==> src/rtl/retire_trace_monitor.sv <==
// Retirement trace monitor: queues GRF writebacks and DM stores and streams them out valid/ready.
// Optional `TRACE_DISPLAY_EN prints each popped/dropped event (simulation only).
module retire_trace_monitor #(
    parameter int unsigned DEPTH      = 16,
    parameter logic [31:0] PC_LIMIT   = 32'h0000_4000,
    parameter int unsigned LOOP_LIMIT = 8
) (
    input  logic        clk,
    input  logic        reset,
    input  logic [31:0] pc_f,
    input  logic        grf_we,
    input  logic [31:0] grf_pc,
    input  logic [4:0]  grf_addr,
    input  logic [31:0] grf_data,
    input  logic        dm_we,
    input  logic [31:0] dm_pc,
    input  logic [31:0] dm_addr,
    input  logic [31:0] dm_data,
    output logic        trace_valid,
    input  logic        trace_ready,
    output logic        trace_kind,
    output logic [31:0] trace_pc,
    output logic [31:0] trace_addr,
    output logic [31:0] trace_data,
    output logic [15:0] drop_cnt,
    output logic        halt
);
    localparam int unsigned AW = $clog2(DEPTH);
    localparam int unsigned LW = $clog2(LOOP_LIMIT + 1);

    typedef enum logic [1:0] {IDLE, RUN, DRAIN, DONE} state_t;
    state_t state, state_next;

    logic [DEPTH-1:0] mem_kind;
    logic [31:0]      mem_pc   [DEPTH];
    logic [31:0]      mem_addr [DEPTH];
    logic [31:0]      mem_data [DEPTH];

    logic [AW-1:0] wr_ptr, rd_ptr, dm_slot;
    logic [AW:0]   count, count_after_pop, free, count_next;
    logic [2:0]    flush_cnt;
    logic [31:0]   prev_pc;
    logic [LW-1:0] loop_cnt, run_len;
    logic          capture, ev_g, ev_d, push_g, push_d, pop, end_det;
    logic [1:0]    drop_n;
    logic [16:0]   drop_sum;

    always_comb begin
        capture = (state == IDLE) || (state == RUN) || (state == DRAIN && flush_cnt != 3'd0);
        ev_g    = capture && grf_we && (grf_addr != '0);
        ev_d    = capture && dm_we;

        trace_valid     = (count != '0) && (state != DONE);
        pop             = trace_valid && trace_ready;
        count_after_pop = count - {{AW{1'b0}}, pop};
        free            = (AW+1)'(DEPTH) - count_after_pop;

        // GRF claims the first free slot; DM needs one more slot beyond whatever GRF took
        push_g = ev_g && (free != '0);
        push_d = ev_d && (free > {{AW{1'b0}}, push_g});
        drop_n = {1'b0, ev_g && !push_g} + {1'b0, ev_d && !push_d};

        dm_slot    = wr_ptr + {{(AW-1){1'b0}}, push_g};
        count_next = count_after_pop + {{AW{1'b0}}, push_g} + {{AW{1'b0}}, push_d};
        drop_sum   = {1'b0, drop_cnt} + {15'd0, drop_n};

        trace_kind = trace_valid ? mem_kind[rd_ptr] : 1'b0;
        trace_pc   = trace_valid ? mem_pc[rd_ptr]   : '0;
        trace_addr = trace_valid ? mem_addr[rd_ptr] : '0;
        trace_data = trace_valid ? mem_data[rd_ptr] : '0;
        halt       = (state == DONE);
    end

    // run_len counts the current cycle, so LOOP_LIMIT identical samples trigger on the last one
    always_comb begin
        if (pc_f != prev_pc)
            run_len = LW'(1);
        else if (loop_cnt >= LW'(LOOP_LIMIT))
            run_len = loop_cnt;
        else
            run_len = loop_cnt + LW'(1);
        end_det = (pc_f >= PC_LIMIT) || (run_len >= LW'(LOOP_LIMIT));
    end

    always_comb begin
        state_next = state;
        case (state)
            IDLE:    state_next = RUN;
            RUN:     if (end_det) state_next = DRAIN;
            DRAIN:   if (flush_cnt == 3'd0 && count == '0) state_next = DONE;
            DONE:    state_next = DONE;
            default: state_next = IDLE;
        endcase
    end

    always_ff @(posedge clk or negedge reset) begin
        if (!reset) begin
            state     <= IDLE;
            wr_ptr    <= '0;
            rd_ptr    <= '0;
            count     <= '0;
            drop_cnt  <= '0;
            flush_cnt <= '0;
            prev_pc   <= '0;
            loop_cnt  <= '0;
        end else begin
            state    <= state_next;
            wr_ptr   <= wr_ptr + {{(AW-1){1'b0}}, push_g} + {{(AW-1){1'b0}}, push_d};
            rd_ptr   <= rd_ptr + {{(AW-1){1'b0}}, pop};
            count    <= count_next;
            drop_cnt <= drop_sum[16] ? '1 : drop_sum[15:0];
            if (state == RUN && state_next == DRAIN)
                flush_cnt <= 3'd4;
            else if (state == DRAIN && flush_cnt != 3'd0)
                flush_cnt <= flush_cnt - 3'd1;
            if (state != DONE) begin
                prev_pc  <= pc_f;
                loop_cnt <= run_len;
            end
        end
    end

    always_ff @(posedge clk) begin
        if (push_g) begin
            mem_kind[wr_ptr] <= 1'b0;
            mem_pc[wr_ptr]   <= grf_pc;
            mem_addr[wr_ptr] <= {27'd0, grf_addr};
            mem_data[wr_ptr] <= grf_data;
        end
        if (push_d) begin
            mem_kind[dm_slot] <= 1'b1;
            mem_pc[dm_slot]   <= dm_pc;
            mem_addr[dm_slot] <= dm_addr;
            mem_data[dm_slot] <= dm_data;
        end
    end

`ifdef TRACE_DISPLAY_EN
    always_ff @(posedge clk) begin
        if (reset && pop) begin
            if (trace_kind)
                $display("@%h: *%h <= %h", trace_pc, trace_addr, trace_data);
            else
                $display("@%h: $%d <= %h", trace_pc, trace_addr[4:0], trace_data);
        end
        if (reset && ev_g && !push_g) $display("TRACE DROP @%h", grf_pc);
        if (reset && ev_d && !push_d) $display("TRACE DROP @%h", dm_pc);
    end
`else
    // synthesizable build: trace printing compiled out
`endif

endmodule

==> config.mk <==
export PLATFORM = sky130hd
export DESIGN_NAME = retire_trace_monitor
export DESIGN_NICKNAME = d
export VERILOG_FILES = /design/src/rtl/retire_trace_monitor.sv
export SDC_FILE = /design/constraint.sdc
export NUM_CORES = 2
export LEC_CHECK = 0
export ABC_CLOCK_PERIOD_IN_PS = 19300
export CAP_MARGIN = 20
export CELL_PAD_IN_SITES_DETAIL_PLACEMENT = 1
export CELL_PAD_IN_SITES_GLOBAL_PLACEMENT = 1
export CORE_MARGIN = 5
export CORE_UTILIZATION = 55
export CTS_CLUSTER_SIZE = 28
export DETAILED_ROUTE_END_ITERATION = 8
export MAX_ROUTING_LAYER = met4
export PLACE_DENSITY = 0.87
export SLEW_MARGIN = 0
export SYNTH_ARGS = -nofsm -noshare
export SYNTH_HDL_FRONTEND = slang
export SYNTH_SLANG_ARGS = --single-unit
==> constraint.sdc <==
create_clock -name clk -period 19.3 [get_ports clk]
set_clock_uncertainty 0.15 [all_clocks]
set_input_delay 2.895 -clock clk [delete_from_list [all_inputs] [get_ports clk]]
set_output_delay 2.895 -clock clk [all_outputs]
set_load 0.1 [all_outputs]
Word level (Yosys, flattened, before mapping)
Memories as Yosys holds them, arrays and structs flattened.
Cells that the tools add are included.
- memory bits (read-only): 0
- bits in latches: 0
- word-level logic and storage cells: 92
- output and inout port bits: 115
- memories kept: 3
- flip-flop bits (word level): 86
- bits in writable memories: 1536
- memories (memory ; words ; bits a word ; rd ports ; clocked after Yosys merged registers in ; wr ports ; RTL line ; source):
    mem_addr ; 16 ; 32 ; 1 ; 0 ; 2 ; 36 ; logic [31:0] mem_addr [DEPTH];
    mem_data ; 16 ; 32 ; 1 ; 0 ; 2 ; 37 ; logic [31:0] mem_data [DEPTH];
    mem_pc ; 16 ; 32 ; 1 ; 0 ; 2 ; 35 ; logic [31:0] mem_pc [DEPTH];
- equality and inequality tests: 6
- bitwise operators: 3
- divide/modulo/power cells: 0
- muxes and demuxes: 24
- add/subtract/negate cells: 11
- multipliers: 0
- shift operators: 0
- reductions and logical operators: 27
- magnitude comparators: 9
- operators with widths (operator ; count):
    $mux W32 ; 3
    $mux W16 ; 3
    $ge A32 B15 Y1 const B ; 1
    $ne A32 B32 Y1 ; 1
    $add A16 B2 Y17 ; 1
    $and A16 B16 Y16 ; 1
    $not A16 Y16 ; 1
    $or A16 B16 Y16 ; 1
    $lt A4 B5 Y1 const B ; 3
    $reduce_bool A5 Y1 ; 3
    $logic_and A1 B1 Y1 ; 14
    $add A4 B1 Y4 ; 3
    $add A5 B1 Y5 ; 2
    $demux W1 S4 ; 2
    $ge A4 B1 Y1 const B ; 2
    $ge A4 B4 Y1 const B ; 2
    $mux W1 ; 8
    $mux W4 ; 2
    $pmux W2 S4 ; 1
    $eq A2 B2 Y1 const B ; 3
    $mux W3 ; 2
    $gt A5 B1 Y1 ; 1
    $logic_not A5 Y1 ; 1
    $sub A5 B1 Y5 ; 1
    other kinds (14) ; 18

Logic depth before layout (Yosys ltp)
- word-level depth: 14
- gate-level depth with buffers: 29
- depth with buffers taken out: 25

Worst setup path after synthesis
Ideal clock, no wire load.
- path kind: input to register
- from: in trace_ready
- to: mem mem_addr[12][0], enable pin
- cell stages on the path: 10
- data arrival time: 9.121 ns
- library setup time: 0.571 ns
- slack: 9.459 ns
- cells stage by stage: and2_1 > ha_1 > ha_1 > nor3b_2 > xor2_1 > nor2_1 > a31o_2 > clkbuf_1 > or2_2 > o21bai_1
- RTL lines (item ; RTL line ; source):
    from (decl) ; 20 ; input logic trace_ready,
    to (decl) ; 36 ;

==> summary.md <==
| Metric | Value |
|---|---|
| Number of detailed-routing iterations run before antenna repair | `5` |
| Drc violations | `0` |
| Post-synthesis simple-gate area fraction | `0.05654` |
| Number of buffers inserted by port buffering | `316` |
| Main combinational cell family by area after synthesis | `multiplexers` |
| Total number of vias | `45,220` |
| Complex-gate fraction of the synthesized area | `0.003998` |
| Die H | `390.2 µm` |
| Met2 wirelength from detailed routing | `117,100 µm` |
| Floorplan die width | `390.2 µm` |
| Number of flip-flops and latches in the synthesized netlist | `1,622` |
| Most used DFF post-synth | `sky130_fd_sc_hd__edfxtp_1` |
| Status | `finished clean` |
| First-pass GRT wire length | `345,300 µm` |
| Maximum number of pins on one net before global-route repair | `136` |
| Setup CP Type | `primary input to register` |
| # Post-CTS Setup Buffers | `0` |
| CP max FO | `51` |
| CTS Sinks | `1,622` |
| Critical path capture point | `mem_data[14][16]$_DFFE_PP_` |
| Power density cells | `171.5 nW/µm²` |
| Deepest clock path buffer count | `3` |
| Total area of sequential cells | `48,210 µm²` |
| H-tree levels | `4` |
| Syn-to-layout area delta | `12.43%` |
| Post-Route M1 WL | `89,450 µm` |
| Hold Vio Cnt, Final | `0` |
| Area used by multi-input combinational logic | `29,450 µm²` |
| Startpoint types | `primary input` |
| Number of vias per cell after detailed routing | `6.746` |
| Relative slew slack | `0.2512` |
| Share of synthesized cell area in full adder, half adder and majority cells | `0.003337` |
| Core area | `143,700 µm²` |
| Comb power frac | `0.456` |
| Commonest cells after routing, fill and taps aside | `sky130_fd_sc_hd__edfxtp_1, sky130_fd_sc_hd__mux2_2, sky130_fd_sc_hd__and2_1` |
| Cell area after synthesis | `79,490 µm²` |
| Initial standard-cell utilization of the core | `0.5533` |
| Max-cap check violation count | `0` |
| Clk slew on worst S/H paths | `0.06 ns` |
| Async S/R FF share, synth | `0.04316` |
| Worst Max-Slew Pin Slew | `1.123 ns` |
| Hold Crit Start | `mem_kind[11]$_DFF_P_` |
| Clock power frac | `0.209` |
| Number of cells produced by synthesis | `4,538` |
| Hold WC Path Type | `register to register` |
| Switching share of power | `0.4104` |
| Mux cell area share after synthesis | `0.2985` |
| Estimated wirelength of the detail-placed design | `125,600 µm` |
| Fraction of layout cells with a size suffix above 1 | `0.3996` |
| Total clock buffers created by CTS | `171` |
| CP Cell Sequence | `clkdlybuf4s50_1 > and2_1 > ha_1 > ha_1 > nor3b_2 > xor2_1 > nand4_1 > a21oi_1 > or2_2 > inv_1 > ha_1 > ha_1 > xor2_1 > nand4_1 > nor4_4 > buf_4 > nand2b_4 > buf_4` |
| Period minus WS final | `9.992 ns` |
| Number of nets with antenna violations after detailed routing | `0` |
| Signal arrival time at the worst endpoint | `10.26 ns` |
| Critical register-to-register path endpoint | `mem_data[14][16]$_DFFE_PP_` |
| Number of core rows | `139` |
| Startpoint of the most critical register-to-register path | `state[1]$_DFF_PN0_` |
| Worst path most repeated cell | `sky130_fd_sc_hd__ha_1` |
| Fin Hold WS | `0.3034 ns` |
| Synthesized area per cell | `17.52 µm²` |
| Final period utilization | `0.5177` |
| TritonCTS clock tree | `yes` |
| Cell type group with the largest total delay on the critical path | `simple AND/OR/NAND/NOR gates` |
| Count of hold-fix buffers inserted at cts | `0` |
| Fin. max-slew vios | `0` |
| Crit-path max cell delay | `0.89 ns` |
| Part of the power in registers | `0.335` |
| Worst-Skew Late Latency | `0.80 ns` |
| Global placer's final weighted congestion | `0.8111` |
| Slowest stage cell, crit path | `sky130_fd_sc_hd__buf_4` |
| Die area | `152,200 µm²` |
| CP Buf/Inv Count | `4` |
| Fmax achieved | `100.1 MHz` |
| Fin Setup TNS | `0 ns` |
| Net switching power figure | `0.006291 W` |
| Detailed-routed wire length on met3 | `21,110 µm` |
| Net count reported at finish | `4,862` |
| Post_cts resized | `0` |
| Setup repair after global routing missed its margin | `false` |
| Number of enable-type register cells in the synthesized netlist | `1,536` |
| Data required time at the worst endpoint | `19.57 ns` |
| Uppermost routed layer | `met4` |
| Static leakage | `29.19 nW` |
| Total number of yosys warnings | `0` |
| Cell internal pwr | `0.009038 W` |
| Number of library cell types mapped by synthesis | `52` |
| Total length of routed wires | `234,700 µm` |
| Routed len/inst | `35.01 µm` |
| Most common library cell in the layout ignoring fill and taps | `sky130_fd_sc_hd__edfxtp_1` |
| Total congestion overflow after global routing | `0` |
| Syn nets | `4,760` |
| DRT iter0 DRCs | `5,589` |
| Depth of the most critical reg-to-reg path | `21` |
| Worst vdd ir | `229.3 µV` |
| Worst setup EP type | `register` |
| Number of ports placed on the die boundary | `317` |
| Share of the yosys chip area belonging to registers | `0.6063` |
| Worst reg2reg setup slack | `10.20 ns` |
| Number of antenna violations at the first check in global routing | `34` |
| Buffer type at the clock tree root | `sky130_fd_sc_hd__clkbuf_16` |
| Total track usage | `0.3193` |
| Crit path from | `trace_ready` |
| Number of setup violations in the final report | `0` |
| Worst path depth | `18` |
| Via count of the first global-routing pass | `48,960` |
| Xor/xnor share of the synthesized area | `0.006391` |
| Filler Cell Count | `12,260` |
-- stage by stage --
step	util	std cells	power (W)	cell area [µm²]	setup slack [ns]
after floorplan	-	4538	0.01006	79490	9.459
after global routing	0.6221	6703	0.01577	89370	9.043
final	0.6221	6704	0.01533	89370	9.308
after detailed placement	0.5848	6369	0.01212	84000	8.807
after CTS	0.6216	6679	0.01536	89290	9.499
after global placement	0.5845	6367	0.01192	83960	9.110
-- area by class of cell --
class	count	share of cell area
tap	1903	0.02664
sequential	1622	0.5395
clock inverter	81	0.007084
timing repair buffer	388	0.04379
antenna	24	0.0006720
multi-input combinational	2440	0.3296
inverter	17	0.0007140
clock buffer	229	0.05205
-- how the worst min path moves through the flow --
stage	cells after the start	slack, ns	to
final	1	0.30	mem_kind[11]$_DFF_P_
after global routing	1	0.33	mem_kind[10]$_DFF_P_
after CTS	1	0.30	mem_kind[11]$_DFF_P_
after detailed placement	1	0.29	mem_kind[14]$_DFF_P_
after global placement	1	0.28	mem_kind[11]$_DFF_P_
after floorplan	1	0.27	mem_kind[14]$_DFF_P_
-- metal layers --
metal,vias up,GRT usage
li1,18080,-
met4,0,0.1044
met1,24170,0.4183
met3,419,0.06253
met2,2561,0.5101
met5,-,-
-- worst reg2reg max path, delay by kind of cell (launching register included) --
| family | cells | cell delay, ns |
|---|---|---|
| AND/OR/NAND/NOR | 8 | 2.89 |
| buffers and inverters | 5 | 2.41 |
| AO/OA/AOI/OAI | 2 | 1.16 |
| adder cells (fa/ha/maj) | 4 | 0.97 |
| XOR/XNOR | 2 | 0.54 |
| flip-flops | 1 | 0.50 |
-- synthesized netlist by cell type, types with 3 or more instances --
cell type	instances	area share
sky130_fd_sc_hd__and3_1	6	0.00047
sky130_fd_sc_hd__nand3_1	11	0.00069
sky130_fd_sc_hd__ha_1	18	0.0028
sky130_fd_sc_hd__or4b_2	3	0.00038
sky130_fd_sc_hd__clkbuf_2	9	0.00057
sky130_fd_sc_hd__buf_6	4	0.00057
sky130_fd_sc_hd__a21o_1	15	0.0014
sky130_fd_sc_hd__nor4_1	13	0.0010
sky130_fd_sc_hd__clkbuf_1	287	0.014
sky130_fd_sc_hd__nand2b_1	24	0.0019
sky130_fd_sc_hd__o21ai_0	4	0.00025
sky130_fd_sc_hd__dfrtp_1	70	0.022
sky130_fd_sc_hd__or4_1	13	0.0012
sky130_fd_sc_hd__nor4_4	16	0.0043
sky130_fd_sc_hd__inv_1	17	0.00080
sky130_fd_sc_hd__mux4_2	485	0.14
sky130_fd_sc_hd__nand4_1	7	0.00055
sky130_fd_sc_hd__nor2_1	17	0.00080
sky130_fd_sc_hd__a31oi_1	4	0.00031
sky130_fd_sc_hd__buf_1	36	0.0017
sky130_fd_sc_hd__nor2b_1	3	0.00024
sky130_fd_sc_hd__edfxtp_1	1536	0.58
sky130_fd_sc_hd__nor3_1	3	0.00019
sky130_fd_sc_hd__o31ai_1	3	0.00028
sky130_fd_sc_hd__mux2_2	1074	0.15
sky130_fd_sc_hd__xor2_1	43	0.0047
sky130_fd_sc_hd__and2_1	531	0.042
sky130_fd_sc_hd__a21oi_1	6	0.00038
sky130_fd_sc_hd__or2_2	4	0.00031
sky130_fd_sc_hd__or3_1	6	0.00047
sky130_fd_sc_hd__buf_2	123	0.0077
sky130_fd_sc_hd__mux2_1	63	0.0089
sky130_fd_sc_hd__nand2_1	31	0.0015
sky130_fd_sc_hd__dfxtp_1	16	0.0040
sky130_fd_sc_hd__xnor2_1	15	0.0017
-- cell families after synthesis --
group	Yosys count
xor+xnor	58
mux	1622
buf+inv	476
simple gates	695
compound gates	45
fa+ha+maj	20
flops	1622
-- power groups by stage --
| stage | sequential (W) | combinational (W) | clock (W) |
|---|---|---|---|
| floorplan | 0.00509 | 0.00497 | 0 |
| global placement | 0.00512 | 0.00680 | 0 |
| detailed placement | 0.00519 | 0.00693 | 0 |
| CTS | 0.00513 | 0.00700 | 0.00323 |
| global route | 0.00517 | 0.00720 | 0.00340 |
| finish | 0.00513 | 0.00700 | 0.00320 |
-- registers in the layout, indices dropped and copies added (netlist names), 3 cells and up --
signal,flops
flush_cnt,3
mem_addr,512
count,5
mem_kind,16
mem_data,512
prev_pc,32
rd_ptr,4
wr_ptr,4
loop_cnt,4
mem_pc,512
drop_cnt,16
No activity file was read; power rests on OpenSTA's default activity.
